`config.mk`:
```
export PLATFORM = sky130hd
export DESIGN_NAME = prbs9_gen
export DESIGN_NICKNAME = d
export VERILOG_FILES = /design/src/rtl/qpsk_pkg.sv /design/src/rtl/prbs9_gen.sv
export SDC_FILE = /design/constraint.sdc
export NUM_CORES = 1
export LEC_CHECK = 0
export ABC_CLOCK_PERIOD_IN_PS = 1100
export CAP_MARGIN = 20
export CORE_AREA = 4 4 41 43
export CTS_CLUSTER_DIAMETER = 60
export DETAILED_ROUTE_END_ITERATION = 7
export DIE_AREA = 0 0 45 47
export PLACE_DENSITY = 0.47
export RECOVER_POWER = 100
export SYNTH_ARGS = -nofsm -noshare
export SYNTH_HDL_FRONTEND = slang
export SYNTH_SLANG_ARGS = --single-unit
export TNS_END_PERCENT = 5
```
`constraint.sdc`:
```
create_clock -name clk -period 1.1 [get_ports clk]
set_input_delay 0.22 -clock clk [delete_from_list [all_inputs] [get_ports clk]]
set_output_delay 0.22 -clock clk [all_outputs]
set_load 0.005 [all_outputs]
```
`src/rtl/qpsk_pkg.sv`:
```
// Shared QPSK link definitions: PRBS9 polynomial taps, default seed and BER checker states.
package qpsk_pkg;

    localparam int PRBS9_TAP_HI = 8;
    localparam int PRBS9_TAP_LO = 4;
    localparam logic [8:0] PRBS9_DEFAULT_SEED = 9'h1AA;

    typedef enum logic {
        ST_SEARCH = 1'b0,
        ST_LOCKED = 1'b1
    } ber_state_t;

    // One step of the x^9+x^5+1 Fibonacci LFSR; the output bit is s[8] before the step.
    function automatic logic [8:0] prbs9_next(input logic [8:0] s);
        return {s[7:0], s[PRBS9_TAP_HI] ^ s[PRBS9_TAP_LO]};
    endfunction

endpackage

```
`src/rtl/prbs9_gen.sv`:
```
// PRBS9 source (x^9+x^5+1, period 511) shared by the transmitter and the receive-side checker.
// SEED must be non-zero, otherwise the register stays stuck at zero.
module prbs9_gen
    import qpsk_pkg::*;
#(
    parameter logic [8:0] SEED = PRBS9_DEFAULT_SEED
) (
    input  logic clk,
    input  logic i_reset,
    input  logic i_enable,
    output logic o_bit
);

    logic [8:0] lfsr;

    // Load the seed on reset, advance one position per enabled cycle.
    always_ff @(posedge clk) begin
        if (i_reset) begin
            lfsr <= SEED;
        end else if (i_enable) begin
            lfsr <= prbs9_next(lfsr);
        end
    end

    assign o_bit = lfsr[PRBS9_TAP_HI];

endmodule

```
==> impl_metrics.env <==
export IMPL_fillerInstances=147
export IMPL_post_route_period_util=0.9698
export IMPL_layout_drive_gt1_share=0.3421
export IMPL_ant_nets=0
export IMPL_worstSkewPairLatency_ns=0.26
export IMPL_die_w_um=45
export IMPL_synth_top_area_cell="dfxtp_1"
export IMPL_synthTopCellsByArea="dfxtp_1, a211o_2, nor2b_1"
export IMPL_ir_worst_vdd_mv=0.5536
export IMPL_crit_cells=2
export IMPL_syn_to_final_growth_pct=27.17
export IMPL_ios=4
export IMPL_max_slew_margin_rel=0.7988
export IMPL_grt_usage=0.06582
export IMPL_r2r_start="lfsr[8]"
export IMPL_die_h_um=47
export IMPL_drt_wl_total_um=520
export IMPL_dr_pass1_iters=3
export IMPL_synth_seq_area_share=0.5217
export IMPL_ctsHoldBuffers=0
export IMPL_vias=232
export IMPL_r2r_cells=3
export IMPL_port_buffer_count=3
export IMPL_layout_nets=42
export IMPL_syn_inst=30
export IMPL_grt_pass1_vias=212
export IMPL_crit_start="i_reset"
export IMPL_core_region_area_mm2=0.001301
export IMPL_finalCriticalPeriod_ns=1.067
export IMPL_grt_pass1_wl_um=862
export IMPL_cp_arrival_ns=1.22
export IMPL_synth_seq_cells=9
export IMPL_cp_required_ns=1.25
export IMPL_syn_nets=33
export IMPL_rrSetupSlack_ns=0.18
export IMPL_synth_cell_types=10
export IMPL_totalNegativeSetupSlack_ns=0
export IMPL_cts_root_buf="clkbuf_4"
export IMPL_crit_end="lfsr[8]"
export IMPL_power_leakage_nw=0.1793
export IMPL_layout_common_cells="dfxtp_1, nor2b_1, a211o_2, clkbuf_4"
export IMPL_fmax_mhz=937.4
export IMPL_crit_path_cell_trace="dlygate4sd3_1 > a211o_2"
export IMPL_setup_viol_count_final=0
export IMPL_drt_initial_drc_count=1
export IMPL_rows=13
export IMPL_netlist_area_leader_share=0.5217
export IMPL_dp_hpwl_um=354.5
export IMPL_cts_num_sinks=9
export IMPL_avgSynthCellArea_um2=11.51
export IMPL_grt_overflow=0
export IMPL_post_place_ws_ns=-0.2052
export IMPL_reg_largest_list="lfsr: 9 flops"
export IMPL_drt_vias_per_instance=4.377
export IMPL_max_slew_worst_pin_slew_ns=0.3008
export IMPL_netlist_area_um2=345.3
export IMPL_drv_cap=0
export IMPL_largest_register="lfsr"
export IMPL_antenna_found_initial=0
export IMPL_cts_tree="built"
export IMPL_finalClockSkew_ns=0.001624
export IMPL_yosys_warnings=0
export IMPL_clockBufferDepth=2
export IMPL_dp_cells=49
export IMPL_grt_max_degree=16
export IMPL_max_stage_delay_ns=0.66
export IMPL_path_class="input port to register"
export IMPL_worst_hold_slack_ns=0.4729
export IMPL_rsz0062_at_grt="false"
export IMPL_reg2reg_to="lfsr[8]"
export IMPL_cts_buffers=3
export IMPL_hold_path_class="register to register"
export IMPL_crit_buf_inv=1
export IMPL_htreeDepth=1
export IMPL_die_area_mm2=0.002115
export IMPL_start_util=0.2654
export IMPL_critPathLaunchType="input port"
export IMPL_layout_commonest_cell="dfxtp_1"
export IMPL_layout_cells_non_filler=53
export IMPL_crit_path_top_delay_cell="dlygate4sd3_1"
export IMPL_cts_clk_slew_worst_paths_ns=0.06
export IMPL_n_antenna_cell=0
export IMPL_globalplace_congestion=0.6266
export IMPL_finalMaxSlewViolations=0
export IMPL_power_density_mw_per_mm2=1607
export IMPL_status="finished, final reports clean"
export IMPL_hold_viol=0
export IMPL_setup_slack_ns=0.03325
export IMPL_largest_register_ff_count=9
export IMPL_crit_family="buffers and inverters"
export IMPL_drc=0
export IMPL_wire_per_inst_um=9.811
export IMPL_crit_path_end_kind="register"
export IMPL_worst_path_max_fanout=8
==> synthesized netlist by cell type <==
| cell | n |
|---|---|
| a211o_2 | 5 |
| buf_1 | 1 |
| nor2_2 | 1 |
| nor2_1 | 3 |
| mux2i_1 | 3 |
| buf_6 | 1 |
| xnor2_1 | 1 |
| dfxtp_1 | 9 |
| nor2b_1 | 5 |
| a211oi_2 | 1 |
==> power breakdown <==
part           internal [mW]  total, mW  switching (mW)
combinational         0.0534     0.0863          0.0328
clock                  0.140      0.251           0.112
sequential             0.353      0.368          0.0148
==> final cells by class <==
type	count	area, um^2	area share
Tap cell	15	18.77	0.04274
Sequential cell	9	180.2	0.4103
Timing Repair Buffer	6	63.81	0.1453
Multi-Input combinational cell	19	150.1	0.3419
Clock buffer	4	26.28	0.05983
==> layer usage <==
layer	track usage	up-vias	share of wire
li1	-	119	-
met1	0.06897	108	0.49
met2	0.08192	5	0.44
met3	0.05747	0	0.069
met4	0.05263	0	0
met5	0	-	0
==> worst min-delay path by stage <==
| stage | startpoint | to | cells past startpoint | slack [ns] |
|---|---|---|---|---|
| 3_5_place_dp | lfsr[6] | lfsr[7] | 1 | 0.46 |
| 5_1_grt | lfsr[2] | lfsr[3] | 1 | 0.49 |
| 2_1_floorplan | i_enable | lfsr[1] | 2 | 0.43 |
| 6_report | lfsr[7] | lfsr[8] | 1 | 0.47 |
| 3_3_place_gp | lfsr[7] | lfsr[8] | 1 | 0.44 |
| 4_1_cts | lfsr[6] | lfsr[7] | 1 | 0.47 |
==> through the flow <==
step	area, um^2	utilization	power, mW
detailed placement	414.1	0.3183	0.4649
CTS	439.2	0.3375	0.7215
global placement	414.1	0.3183	0.4622
finish	439.2	0.3375	0.7057
global route	439.2	0.3375	0.7574
floorplan	345.3	-	0.4311
==> kinds of logic (layout without fill, tap and decap cells) <==
group	Yosys count	in the layout	synth area share
AOI/OAI and AO/OA	6	6	0.1812
xor gates and xnor gates	1	1	0.02537
and+or+nand+nor	9	9	0.1413
muxes	3	3	0.08696
DFF	9	9	0.5217
buffers and inverters	2	10	0.04347
==> timing repair <==
| item | 4_1_cts | 5_1_grt |
|---|---|---|
| setup endpoints to repair | 1 | 0 |
| buffers inserted | 0 | 0 |
| gates resized for setup | 1 | 0 |
No activity file was read; power rests on OpenSTA's default activity.
